===== config.mk =====
export PLATFORM = sky130hd
export DESIGN_NAME = vga_sync_receiver
export DESIGN_NICKNAME = d
export VERILOG_FILES = /design/src/rtl/vga_sync_receiver.sv
export SDC_FILE = /design/constraint.sdc
export NUM_CORES = 1
export LEC_CHECK = 0
export BUFFER_PORTS_ARGS = -buffer_cell sky130_fd_sc_hd__buf_2
export CAP_MARGIN = 20
export CORE_UTILIZATION = 35
export CTS_BUF_LIST = sky130_fd_sc_hd__clkbuf_2 sky130_fd_sc_hd__clkbuf_4 sky130_fd_sc_hd__clkbuf_8
export CTS_CLUSTER_SIZE = 24
export DETAILED_ROUTE_END_ITERATION = 6
export GPL_TIMING_DRIVEN = 0
export PLACE_DENSITY_LB_ADDON = 0.2
export REMOVE_ABC_BUFFERS = 1
export SLEW_MARGIN = 5
export SYNTH_ARGS = -nofsm -noshare
export SYNTH_HDL_FRONTEND = slang
export SYNTH_SLANG_ARGS = --single-unit

===== constraint.sdc =====
create_clock -name clk -period 6.13 [get_ports clk]
set_clock_uncertainty 0.1 [all_clocks]
set_input_delay 1.226 -clock clk [delete_from_list [all_inputs] [get_ports clk]]
set_output_delay 1.226 -clock clk [all_outputs]
set_load 0.05 [all_outputs]

===== src/rtl/vga_sync_receiver.sv =====
// Sink-side VGA timing recovery: rebuilds hpos/vpos from an hsync/vsync pair, measures line
// and frame periods and declares lock. VGA_RX_SYNC_WIDTH_CHECK_EN adds sync pulse-width checks.
module vga_sync_receiver #(
    parameter int H_DISPLAY   = 640,
    parameter int H_FRONT     = 16,
    parameter int H_SYNC      = 96,
    parameter int H_BACK      = 48,
    parameter int V_DISPLAY   = 480,
    parameter int V_BOTTOM    = 10,
    parameter int V_SYNC      = 2,
    parameter int V_TOP       = 33,
    parameter int LOCK_FRAMES = 2
) (
    input  logic        clk,
    input  logic        reset,
    input  logic        hsync_in,
    input  logic        vsync_in,
    output logic [9:0]  hpos,
    output logic [9:0]  vpos,
    output logic        display_on,
    output logic        locked,
    output logic        frame_start,
    output logic        sync_err,
    output logic [10:0] h_total_meas
);
    localparam int H_TOTAL      = H_DISPLAY + H_FRONT + H_SYNC + H_BACK;
    localparam int V_TOTAL      = V_DISPLAY + V_BOTTOM + V_SYNC + V_TOP;
    localparam int H_SYNC_START = H_DISPLAY + H_FRONT;
    localparam int V_SYNC_START = V_DISPLAY + V_BOTTOM;
    localparam int MATCH_W      = $clog2(LOCK_FRAMES + 1);

    // +3: source register, s1 stage and the load itself
    localparam logic [9:0]  H_LOAD     = 10'(H_SYNC_START + 3);
    localparam logic [9:0]  V_LOAD     = 10'(V_SYNC_START);
    localparam logic [9:0]  H_LAST     = 10'(H_TOTAL - 1);
    localparam logic [9:0]  V_LAST     = 10'(V_TOTAL - 1);
    localparam logic [9:0]  H_DISP_C   = 10'(H_DISPLAY);
    localparam logic [9:0]  V_DISP_C   = 10'(V_DISPLAY);
    localparam logic [10:0] H_TOTAL_C  = 11'(H_TOTAL);
    localparam logic [10:0] V_TOTAL_C  = 11'(V_TOTAL);
    localparam logic [10:0] CNT_MAX    = 11'h7FF;
    localparam logic [MATCH_W-1:0] MATCH_LAST = MATCH_W'(LOCK_FRAMES - 1);

    typedef enum logic [1:0] {SEARCH = 2'd0, TRACK = 2'd1, LOCKED = 2'd2} state_t;

    state_t             state_q, state_d;
    logic [MATCH_W-1:0] match_cnt_q, match_cnt_d;
    logic               hs_s1_q, hs_s2_q, vs_s1_q, vs_s2_q;
    logic [9:0]         h_cnt_q, h_cnt_d, v_cnt_q, v_cnt_d;
    logic [10:0]        line_cnt_q, line_cnt_d, frame_cnt_q, frame_cnt_d, h_meas_q, h_meas_d;
    logic               h_seen_q, h_seen_d, line_bad_seen_q, line_bad_seen_d;
    logic               frame_start_q, sync_err_q, sync_err_d;
    logic               h_rise, v_rise, line_judge, line_bad, frame_bad, any_bad;
    logic [10:0]        frame_total;
    logic               h_width_bad, v_width_bad;

    assign h_rise     = hs_s1_q & ~hs_s2_q;
    assign v_rise     = vs_s1_q & ~vs_s2_q;
    assign line_judge = h_rise & h_seen_q;
    assign any_bad    = line_bad | frame_bad;

    always_comb begin : datapath_next
        h_cnt_d = h_cnt_q + 10'd1;
        if (h_rise)                  h_cnt_d = H_LOAD;
        else if (h_cnt_q == H_LAST)  h_cnt_d = '0;

        v_cnt_d = v_cnt_q;
        if (v_rise)                              v_cnt_d = V_LOAD;
        else if (h_cnt_q == H_LAST && !h_rise)   v_cnt_d = (v_cnt_q == V_LAST) ? '0 : v_cnt_q + 10'd1;

        line_cnt_d = (line_cnt_q == CNT_MAX) ? CNT_MAX : line_cnt_q + 11'd1;
        if (h_rise) line_cnt_d = 11'd1;

        // an hsync rise coinciding with the vsync rise closes the ending frame
        frame_total = (frame_cnt_q == CNT_MAX) ? CNT_MAX : frame_cnt_q + 11'(h_rise);
        frame_cnt_d = v_rise ? '0 : frame_total;

        h_seen_d = h_seen_q | h_rise;
        h_meas_d = line_judge ? line_cnt_q : h_meas_q;

        line_bad  = (line_judge & ((line_cnt_q != H_TOTAL_C) | (line_cnt_q == CNT_MAX) | h_width_bad))
                  | (h_seen_q & ~h_rise & (line_cnt_q == CNT_MAX - 11'd1));
        frame_bad = (v_rise & ((frame_total != V_TOTAL_C) | (frame_total == CNT_MAX)
                              | line_bad_seen_q | line_bad | v_width_bad))
                  | (~v_rise & h_rise & (frame_cnt_q == CNT_MAX - 11'd1));
        line_bad_seen_d = v_rise ? 1'b0 : (line_bad_seen_q | line_bad);
    end

    always_ff @(posedge clk) begin : datapath_reg
        if (reset) begin
            hs_s1_q         <= 1'b0;
            hs_s2_q         <= 1'b0;
            vs_s1_q         <= 1'b0;
            vs_s2_q         <= 1'b0;
            h_cnt_q         <= '0;
            v_cnt_q         <= '0;
            line_cnt_q      <= '0;
            frame_cnt_q     <= '0;
            h_meas_q        <= '0;
            h_seen_q        <= 1'b0;
            line_bad_seen_q <= 1'b0;
            frame_start_q   <= 1'b0;
            sync_err_q      <= 1'b0;
        end else begin
            hs_s1_q         <= hsync_in;
            hs_s2_q         <= hs_s1_q;
            vs_s1_q         <= vsync_in;
            vs_s2_q         <= vs_s1_q;
            h_cnt_q         <= h_cnt_d;
            v_cnt_q         <= v_cnt_d;
            line_cnt_q      <= line_cnt_d;
            frame_cnt_q     <= frame_cnt_d;
            h_meas_q        <= h_meas_d;
            h_seen_q        <= h_seen_d;
            line_bad_seen_q <= line_bad_seen_d;
            frame_start_q   <= v_rise;
            sync_err_q      <= sync_err_d;
        end
    end

`ifdef VGA_RX_SYNC_WIDTH_CHECK_EN
    localparam logic [10:0] H_SYNC_C = 11'(H_SYNC);
    localparam logic [10:0] V_SYNC_C = 11'(V_SYNC);

    logic [10:0] hs_width_q, hs_width_d, vs_lines_q, vs_lines_d;

    always_comb begin : width_next
        hs_width_d = hs_width_q;
        if (h_rise)                                        hs_width_d = 11'd1;
        else if (hs_s1_q && hs_width_q != CNT_MAX)         hs_width_d = hs_width_q + 11'd1;
        vs_lines_d = vs_lines_q;
        if (v_rise)                                        vs_lines_d = 11'(h_rise);
        else if (vs_s1_q && h_rise && vs_lines_q != CNT_MAX) vs_lines_d = vs_lines_q + 11'd1;
    end

    always_ff @(posedge clk) begin : width_reg
        if (reset) begin
            hs_width_q <= '0;
            vs_lines_q <= '0;
        end else begin
            hs_width_q <= hs_width_d;
            vs_lines_q <= vs_lines_d;
        end
    end

    assign h_width_bad = (hs_width_q != H_SYNC_C);
    assign v_width_bad = (vs_lines_q != V_SYNC_C);
`else
    assign h_width_bad = 1'b0;
    assign v_width_bad = 1'b0;
`endif

    always_ff @(posedge clk) begin : state_reg
        if (reset) begin
            state_q     <= SEARCH;
            match_cnt_q <= '0;
        end else begin
            state_q     <= state_d;
            match_cnt_q <= match_cnt_d;
        end
    end

    always_comb begin : state_next
        state_d     = state_q;
        match_cnt_d = match_cnt_q;
        case (state_q)
            SEARCH: begin
                if (v_rise) begin
                    state_d     = TRACK;
                    match_cnt_d = '0;
                end
            end
            TRACK: begin
                if (any_bad) begin
                    state_d = SEARCH;
                end else if (v_rise) begin
                    if (match_cnt_q == MATCH_LAST) state_d = LOCKED;
                    else                           match_cnt_d = match_cnt_q + MATCH_W'(1);
                end
            end
            LOCKED: begin
                if (any_bad) state_d = SEARCH;
            end
            default: state_d = SEARCH;
        endcase
    end

    always_comb begin : state_out
        locked     = (state_q == LOCKED);
        sync_err_d = any_bad & (state_q != SEARCH);
    end

    assign hpos         = h_cnt_q;
    assign vpos         = v_cnt_q;
    assign h_total_meas = h_meas_q;
    assign frame_start  = frame_start_q;
    assign sync_err     = sync_err_q;
    assign display_on   = locked & (h_cnt_q < H_DISP_C) & (v_cnt_q < V_DISP_C);

endmodule


== Word-level counts from Yosys, hierarchy flattened ==
Index checks and enable logic that the tools add are counted.
Storage, ports and cells
  output and inout bits: 35
  input bits: 4
  word-level logic and storage cells: 99
  register bits after elaboration: 65
Cells by class
  reductions and logical operators: 11
  eq/ne operators: 19
  mux-type cells: 19
  $add $sub $neg: 5
  $lt $le $gt $ge: 2
  bitwise logic cells: 25
Operators with widths (count)
  $eq A11 B11 Y1 const B: 5
  $mux W10: 3
  $mux W11: 2
  $ne A11 B10 Y1 const B: 2
  $add A10 B1 Y10 const B: 2
  $eq A10 B10 Y1 const B: 2
  $mux W2: 9
  $mux W9: 2
  $and A1 B1 Y1: 12
  $add A11 B1 Y11: 1
  $add A11 B1 Y11 const B: 1
  $lt A10 B10 Y1 const B: 1
  $lt A10 B9 Y1 const B: 1
  $or A1 B1 Y1: 9
  $ne A2 B2 Y1 const B: 4
  $ne A3 B3 Y1 const B: 2
  $pmux W2 S3: 1
  $reduce_bool A2 Y1: 3
  $reduce_and A5 Y1: 1
  $eq A2 B1 Y1 const B: 2
  $not A1 Y1: 4
  $pmux W2 S2: 1
  $reduce_and A4 Y1: 1
  $reduce_or A2 Y1: 2
  8 further kinds: 8

== Depth between registers and ports, before layout ==
Gate-level depths: netlist of the first run.
  depth after elaboration: 13
  mapped depth: 11
  gate-level depth less buffers: 10

== Worst setup path after synthesis of the first run ==
OpenSTA, ideal clock, no wires.
  kind: reg2out
  start: register state_q[0]
  end: output port display_on
  buffers on the path: 1
  path slack: 1.899 ns
  arrival time: 2.905 ns
  required time: 4.804 ns
  cell stages (with the launch flop): 4
  path through: dfxtp_1 clkbuf_1 nor2b_1 nor4bb_1
Between the ends
  longest elaborated chain between the ends: 3
Ends and longest elaborated chain
  start: declaration: RTL line 46  | state_t state_q, state_d;
  start signal: assignment: RTL line 158  | state_q <= state_d;
  $eq A2 B2 Y1: RTL line 189  | locked = (state_q == LOCKED);
  via locked: RTL line 21  | output logic locked,
  $and A1 B1 Y1 (2 in series): RTL line 198  | assign display_on = locked & (h_cnt_q < H_DISP_C) & (v_cnt_q < V_DISP_C);
  end: declaration: RTL line 20  | output logic display_on,
The timed path passes the listed nets, and every way through them passes these cells.

== Final worst setup path of the first run ==
  start: register state_q[1]
  end: output port display_on
Between the ends
  longest elaborated chain between the ends: 3
Ends and longest elaborated chain (RTL line)
  $eq A2 B2 Y1: 189
  $and A1 B1 Y1 (2 in series): 198
Every way passes these cells.

==> results.tsv, run 1 <==
stage	metric	value	unit
power_and_ir_drop	power density over the cells	248	nW/um^2
grt	vias in the first global route	2324	
worst_setup_path	WP buf/inv	1	
logic_synthesis	number of flops mapped to enable cells by yosys	0	
placed_design	DP Cell Count	487	
timing	worst-margin pin slew	712	ps
grt	met1 Use GR	20.0	%
logic_synthesis	most used flip-flop cell after synthesis	dfxtp_1	
clock_tree	CTS clock-pin slew for the worst setup and hold paths	80	ps
worst_setup_path	CP Cell Sequence	nor2b_1, nor4bb_1, buf_2	
drt	Total Routed Length	6760	um
clock_tree	CTS tree	yes	
job	maxcap violations	0	
logic_synthesis	post-synthesis cell count	358	
finish	Final #Nets	403	
drt	total iterations of the first detailed-routing run	4	
logic_synthesis	Post-Syn Area	3120	um^2
clock_tree	Root Driver	clkbuf_8	
finish	Area growth syn-to-layout	14.2	%
logic_synthesis	ys async rst share	0	%
grt	pin count of the biggest net entering global routing	34	
floorplanning	FP Rows	34	
grt	GR peak layer	met2	
logic_synthesis	post-synth top area share	41.7	%
power_and_ir_drop	maximum VDD drop	0.117	mV
placed_design	Detail Placement HPWL	4610	um
finish	non-filler cells, final	503	
clock_tree	clock latency on the worst-skew pair	340	ps
grt	met3 Use GR	4.93	%
timing	slew margin rel.	52.4	%
timing	Sum Neg Setup Slack	0	ps
grt	met2 global-route usage	25.1	%
placed_design	RD Place Congestion	0.781	
logic_synthesis	Seq cells post-synth	65	
floorplanning	die area	9300	um^2
grt	total global routing overflow	0	
timing	RSZ-0062 raised after global routing	no	
worst_setup_path	kind of end point of the critical path	output port	
clock_tree	clock sinks	65	
timing	period utilization	49.1	%
placed_design	IO buf count	38	
timing	final setup violation count	0	
clock_tree	H-tree Lvls	3	
clock_tree	Post-CTS Hold Buffers	0	
worst_setup_path	Max stage delay on crit path	450	ps
floorplanning	IO Pins	39	
worst_setup_path	Startpoint Class	flip-flop	
worst_setup_path	Top delay family on crit path	simple AND/OR/NAND/NOR gates	
logic_synthesis	syn_area_per_cell	8.72	um^2
logic_synthesis	sequential share of the synthesized area	41.7	%
floorplanning	area of the core	8680	um^2
timing	Final min period	3010	ps
power_and_ir_drop	Leak Pwr	1.43	nW
timing	Slew Limit Fails	0	
drt	Via Count	2607	
grt	first-pass GRT wire length	11100	um
logic_synthesis	Netlist cell types	51	
drt	Remaining DRCs	0	
logic_synthesis	top cells by count, synth	dfxtp_1, nor2_1, a21oi_1, nand2_1, nand3_1	
finish	proportion of layout cells with a drive suffix above 1	17.0	%
worst_setup_path	Max FO, Critical Path	7	
status	status	complete, no violations	
drt	WL/cell	13.4	um
clock_tree	# resized after CTS	0	
floorplanning	die height	96.4	um
logic_synthesis	Synth Warn #	0	
clock_tree	Clock Path Buffers	2	
drt	antenna violation net count after detailed routing	0	
worst_setup_path	Critical Path AT	1690	ps
grt	initial antenna violation count	0	
grt	Tot GR Track Use	15.6	%
clock_tree	CTS Buf Count	9	
floorplanning	die width	96.4	um
timing	final-report hold violation count	0	
floorplanning	Initial Util	36.0	%
logic_synthesis	most frequent cell after synthesis	dfxtp_1	
worst_setup_path	critical path type	flip-flop to output port	
timing	fmax	332	MHz
clock_tree	Setup Fix Bufs, Post-CTS	0	
drt	drt initial violations	97	
worst_setup_path	Slowest cell on crit path	dfxtp_1	
finish	ant diodes	0	
drt	Vias/cell	5.18	
logic_synthesis	top cell type by total area after synthesis	dfxtp_1	
min_path	Hold Crit Class	flip-flop to flip-flop	
worst_setup_path	required time worst endpoint	4800	ps
logic_synthesis	Synth area leaders	dfxtp_1, a21oi_1, nor2_1	
timing	Hold WS	369	ps
-- path summary, 6_finish.rpt --
check / from / to / slack (ps) / cells after the start
max: state_q[1] / display_on / 3120 / 3
max reg2reg: hs_s2_q / match_cnt_q[0] / 3180 / 10
min: h_total_meas[1] / h_total_meas[1] / 370 / 2
min reg2reg: h_total_meas[1] / h_total_meas[1] / 370 / 2
-- flip-flops by register name, summed over array words and instances, names as in the netlist --
signal	flops
frame_cnt_q	11
h_total_meas	11
line_cnt_q	11
hpos	10
vpos	10
match_cnt_q	2
state_q	2
frame_start	1
h_seen_q	1
hs_s1_q	1
hs_s2_q	1
line_bad_seen_q	1
sync_err	1
vs_s1_q	1
vs_s2_q	1
-- area by class of cell --
class | count | area, um^2
clock buffers | 10 | 131
clock inverters | 6 | 67.6
fillers | 932 | 5110
inverters | 12 | 47.5
multi-input cells | 264 | 1690
flip-flops and latches | 65 | 1300
well taps | 108 | 135
repair buffers | 38 | 190
-- per-stage QoR --
| step | power, mW | cell area (um^2) | setup slack, ps | utilization [%] |
|---|---|---|---|---|
| 2_1_floorplan | 0.507 | 3040 | 1940 | - |
| 3_3_place_gp | 0.528 | 3360 | 3200 | 38.8 |
| 3_5_place_dp | 0.528 | 3360 | 3180 | 38.8 |
| 4_1_cts | 0.899 | 3560 | 3080 | 41.1 |
| 5_1_grt | 0.926 | 3560 | 2900 | 41.1 |
| 6_report | 0.885 | 3560 | 3120 | 41.1 |
-- per-layer routing --
metal | routed length, um | vias to the layer above
met2 | 3140 | 44
li1 | - | 1331
met5 | 0 | -
met1 | 3300 | 1224
met3 | 234 | 8
met4 | 81 | 0
-- worst register-to-register path: cells and delay by family, from the launching register on --
| family | cells | cell delay (ps) |
|---|---|---|
| DFF | 1 | 320 |
| and+or+nand+nor | 4 | 1070 |
| AOI/OAI and AO/OA | 2 | 550 |
| buffers and inverters | 1 | 130 |
| muxes | 1 | 200 |
| adders and majority gates | 2 | 510 |
-- cells in the final DEF (no fill, tap or decap), types with 5 or more instances in the layout --
master / count
xnor2_1: 7
nor3_1: 6
inv_1: 11
buf_2: 38
o21ai_0: 11
a21oi_1: 34
nand2b_1: 10
mux2i_1: 13
and3_1: 6
nand4_1: 8
xor2_1: 14
nor2_1: 39
a31oi_1: 9
nand3b_1: 5
nor2b_1: 6
nand3_1: 18
ha_1: 9
clkbuf_8: 9
dfxtp_1: 65
nand2_1: 25
-- report_power, final --
group	leakage, nW	internal, mW	switching, mW
registers	0.528	0.433	0.0143
clock network	0.0963	0.194	0.174
logic	0.801	0.0204	0.0502
total	1.43	0.647	0.238
-- kinds of logic (layout without fill, tap and decap cells) --
family | Yosys count | after routing | share of synthesized area (%)
simple gates | 150 | 150 | 26.6
xor+xnor | 21 | 21 | 5.89
fa+ha+maj | 9 | 9 | 3.61
buf+inv | 29 | 66 | 4.13
mux | 13 | 13 | 4.17
flops | 65 | 65 | 41.7
compound gates | 71 | 71 | 13.9
(Power assumes the default switching activity.)
==> run 2: changes to the inputs <==
- clock period: 6.13 -> 3 ns (I/O delays scaled with it)
==> run 2 against run 1 <==
Critical path depth is 7 higher. Count of clock-buffer cells in the layout stayed put. Sequential power is 100% higher. Non-clock buffer count stayed put. Power is 100% higher. Flip-flop and latch count stayed put. Combinational power is 110% higher. Sequential share of layout area is 0.13 points lower. Hold slack worse by 14 ps. First-iteration DRC count is 10% lower. Global-route usage stayed put. Final cell count stayed put. Largest cell class unchanged. Largest power group unchanged.
==> results.tsv, run 2 (same netlist as run 1, synthesis figures left out) <==
stage	metric	value	unit	change
grt	first-pass GRT wire length	11100	um	unchanged
grt	vias in the first global route	2324		unchanged
timing	Slew Limit Fails	0		unchanged
finish	ant diodes	0		unchanged
clock_tree	clock latency on the worst-skew pair	350	ps	about the same
job	maxcap violations	0		unchanged
grt	pin count of the biggest net entering global routing	34		unchanged
timing	Final min period	2710	ps	
grt	initial antenna violation count	0		unchanged
clock_tree	CTS tree	yes		
min_path	Hold Crit Class	input pin to flip-flop		
floorplanning	die height	96.4	um	unchanged
clock_tree	Post-CTS Hold Buffers	0		unchanged
drt	Vias/cell	5.17		-0.19%
status	status	complete, no violations		
finish	Final #Nets	403		unchanged
worst_setup_path	Slowest cell on crit path	dfxtp_1		
finish	most frequent cells in the layout	dfxtp_1, nor2_1, buf_2, a21oi_1, nand2_1		
floorplanning	FP Rows	34		unchanged
clock_tree	clock sinks	65		unchanged
clock_tree	CTS Buf Count	9		unchanged
finish	Area growth syn-to-layout	14.6	%	
floorplanning	IO Pins	39		unchanged
worst_setup_path	Max stage delay on crit path	320	ps	-130 ps
drt	Via Count	2602		-0.19%
clock_tree	CTS clock-pin slew for the worst setup and hold paths	80	ps	about the same
power_and_ir_drop	clock share of power	41.5	%	about the same
worst_setup_path	Max FO, Critical Path	8		+1
placed_design	IO buf count	38		unchanged
worst_setup_path	required time worst endpoint	3170	ps	-1630 ps
drt	total iterations of the first detailed-routing run	4		unchanged
power_and_ir_drop	switching fraction of total power	27.0	%	+0.040 points
worst_setup_path	cell mode on critical path	ha_1		
min_path	Worst Hold Depth	2		unchanged
timing	final setup violation count	0		unchanged
timing	slew margin rel.	51.1	%	-1.2 points
timing	Hold WS	356	ps	-13.6 ps
worst_setup_path	Critical Path AT	2880	ps	+1190 ps
finish	proportion of layout cells with a drive suffix above 1	17.7	%	+0.76 points
floorplanning	die width	96.4	um	unchanged
placed_design	Detail Placement HPWL	4610	um	unchanged
power_and_ir_drop	maximum VDD drop	0.240	mV	+100%
worst_setup_path	critical path type	flip-flop to flip-flop		
clock_tree	Clock Path Buffers	2		unchanged
floorplanning	Initial Util	36.0	%	unchanged
worst_setup_path	Worst Reg2Reg Path Length in Cells	10		unchanged
power_and_ir_drop	Leak Pwr	1.42	nW	-0.24%
timing	period utilization	90.4	%	
drt	drt initial violations	87		-10%
finish	most common cell after layout, fill and taps aside	dfxtp_1		
floorplanning	area of the core	8680	um^2	unchanged
power_and_ir_drop	Gate power share	8.0	%	about the same
grt	Tot GR Track Use	15.6	%	unchanged
timing	fmax	369	MHz	
drt	WL/cell	13.5	um	+0.53%
clock_tree	Setup Fix Bufs, Post-CTS	0		unchanged
worst_setup_path	kind of end point of the critical path	flip-flop		
power_and_ir_drop	share of total power in sequential cells	50.5	%	about the same
power_and_ir_drop	overall power	1.81	mW	+100%
power_and_ir_drop	NetSw	488	uW	+100%
finish	fill count	928		-0.43%
drt	antenna violation net count after detailed routing	0		unchanged
grt	total global routing overflow	0		unchanged
drt	Remaining DRCs	0		unchanged
placed_design	RD Place Congestion	0.781		unchanged
timing	worst-margin pin slew	731	ps	+18.3 ps
power_and_ir_drop	cell-internal power	1.32	mW	+100%
floorplanning	die area	9300	um^2	unchanged
clock_tree	Root Driver	clkbuf_8		
timing	final-report hold violation count	0		unchanged
clock_tree	H-tree Lvls	3		unchanged
worst_setup_path	CP Cell Sequence	nand2b_4, inv_4, ha_1, ha_1, and4_2, a211o_1, a22oi_2, nand4_1, nor2_2, mux2i_1		
worst_setup_path	Startpoint Class	flip-flop		
timing	RSZ-0062 raised after global routing	no		
power_and_ir_drop	power density over the cells	506	nW/um^2	+100%
drt	Total Routed Length	6800	um	+0.53%
[run 2: changes by cell type in the layout (fill, tap and decap cells not counted)]
cell,before,now
nand2b_4,0,1
mux2i_1,13,12
mux2i_2,0,1
and4_2,0,1
and4_1,4,3
nand2b_1,10,9
[run 2: cell type report]
type | count | area [um^2] | area share, %
multi-input combinational | 264 | 1700 | 47.6
sequential | 65 | 1300 | 36.4
timing repair buffer | 38 | 190 | 5.32
tap | 108 | 135 | 3.78
clock buffer | 10 | 131 | 3.67
clock inverter | 6 | 67.6 | 1.89
inverter | 12 | 47.5 | 1.33
[run 2: worst paths after layout]
kind,startpoint,to,slack (ps)
min,hsync_in,hs_s1_q,360
max,hs_s2_q,match_cnt_q[0],290
min reg2reg,h_total_meas[1],h_total_meas[1],370
max reg2reg,hs_s2_q,match_cnt_q[0],290
[run 2: power by group through the flow]
stage	Sequential, mW	Combinational, mW	Clock (mW)
after floorplan	0.973	0.0620	0
after global placement	0.934	0.144	0
after detailed placement	0.934	0.146	0
after CTS	0.914	0.146	0.778
after global routing	0.919	0.161	0.813
final	0.914	0.145	0.752
[run 2: timing repair]
action	CTS	global route
hold endpoints to repair	0	0
endpoints found under the setup margin	0	4
gates resized for setup	0	4
[run 2: layer usage]
layer	track usage [%]	vias up	part of all wire (%)
met5	0	-	0
met4	4.41	0	1.1
met3	4.93	8	3.5
met2	25.1	47	47
met1	20.0	1219	49
li1	-	1328	-
[run 2: critical path: cells and delay by family (launching register included)]
family                     cells  cell delay, ps
AOI/OAI and AO/OA              2             540
adders and majority gates      2             490
buffers and inverters          1              90
DFF                            1             320
muxes                          1             200
and+or+nand+nor                4             890
[run 2: stage by stage]
stage / std cells / util (%) / setup slack (ps) / TNS (ps) / cell area (um^2)
global placement: 487 / 38.8 / 66.5 / 0 / 3360
finish: 503 / 41.2 / 289 / 0 / 3580
floorplan: 341 / - / -559 / -559 / 3040
CTS: 503 / 41.1 / 26.6 / 0 / 3560
detailed placement: 487 / 38.8 / 54.4 / 0 / 3360
global route: 503 / 41.2 / 47.9 / 0 / 3580
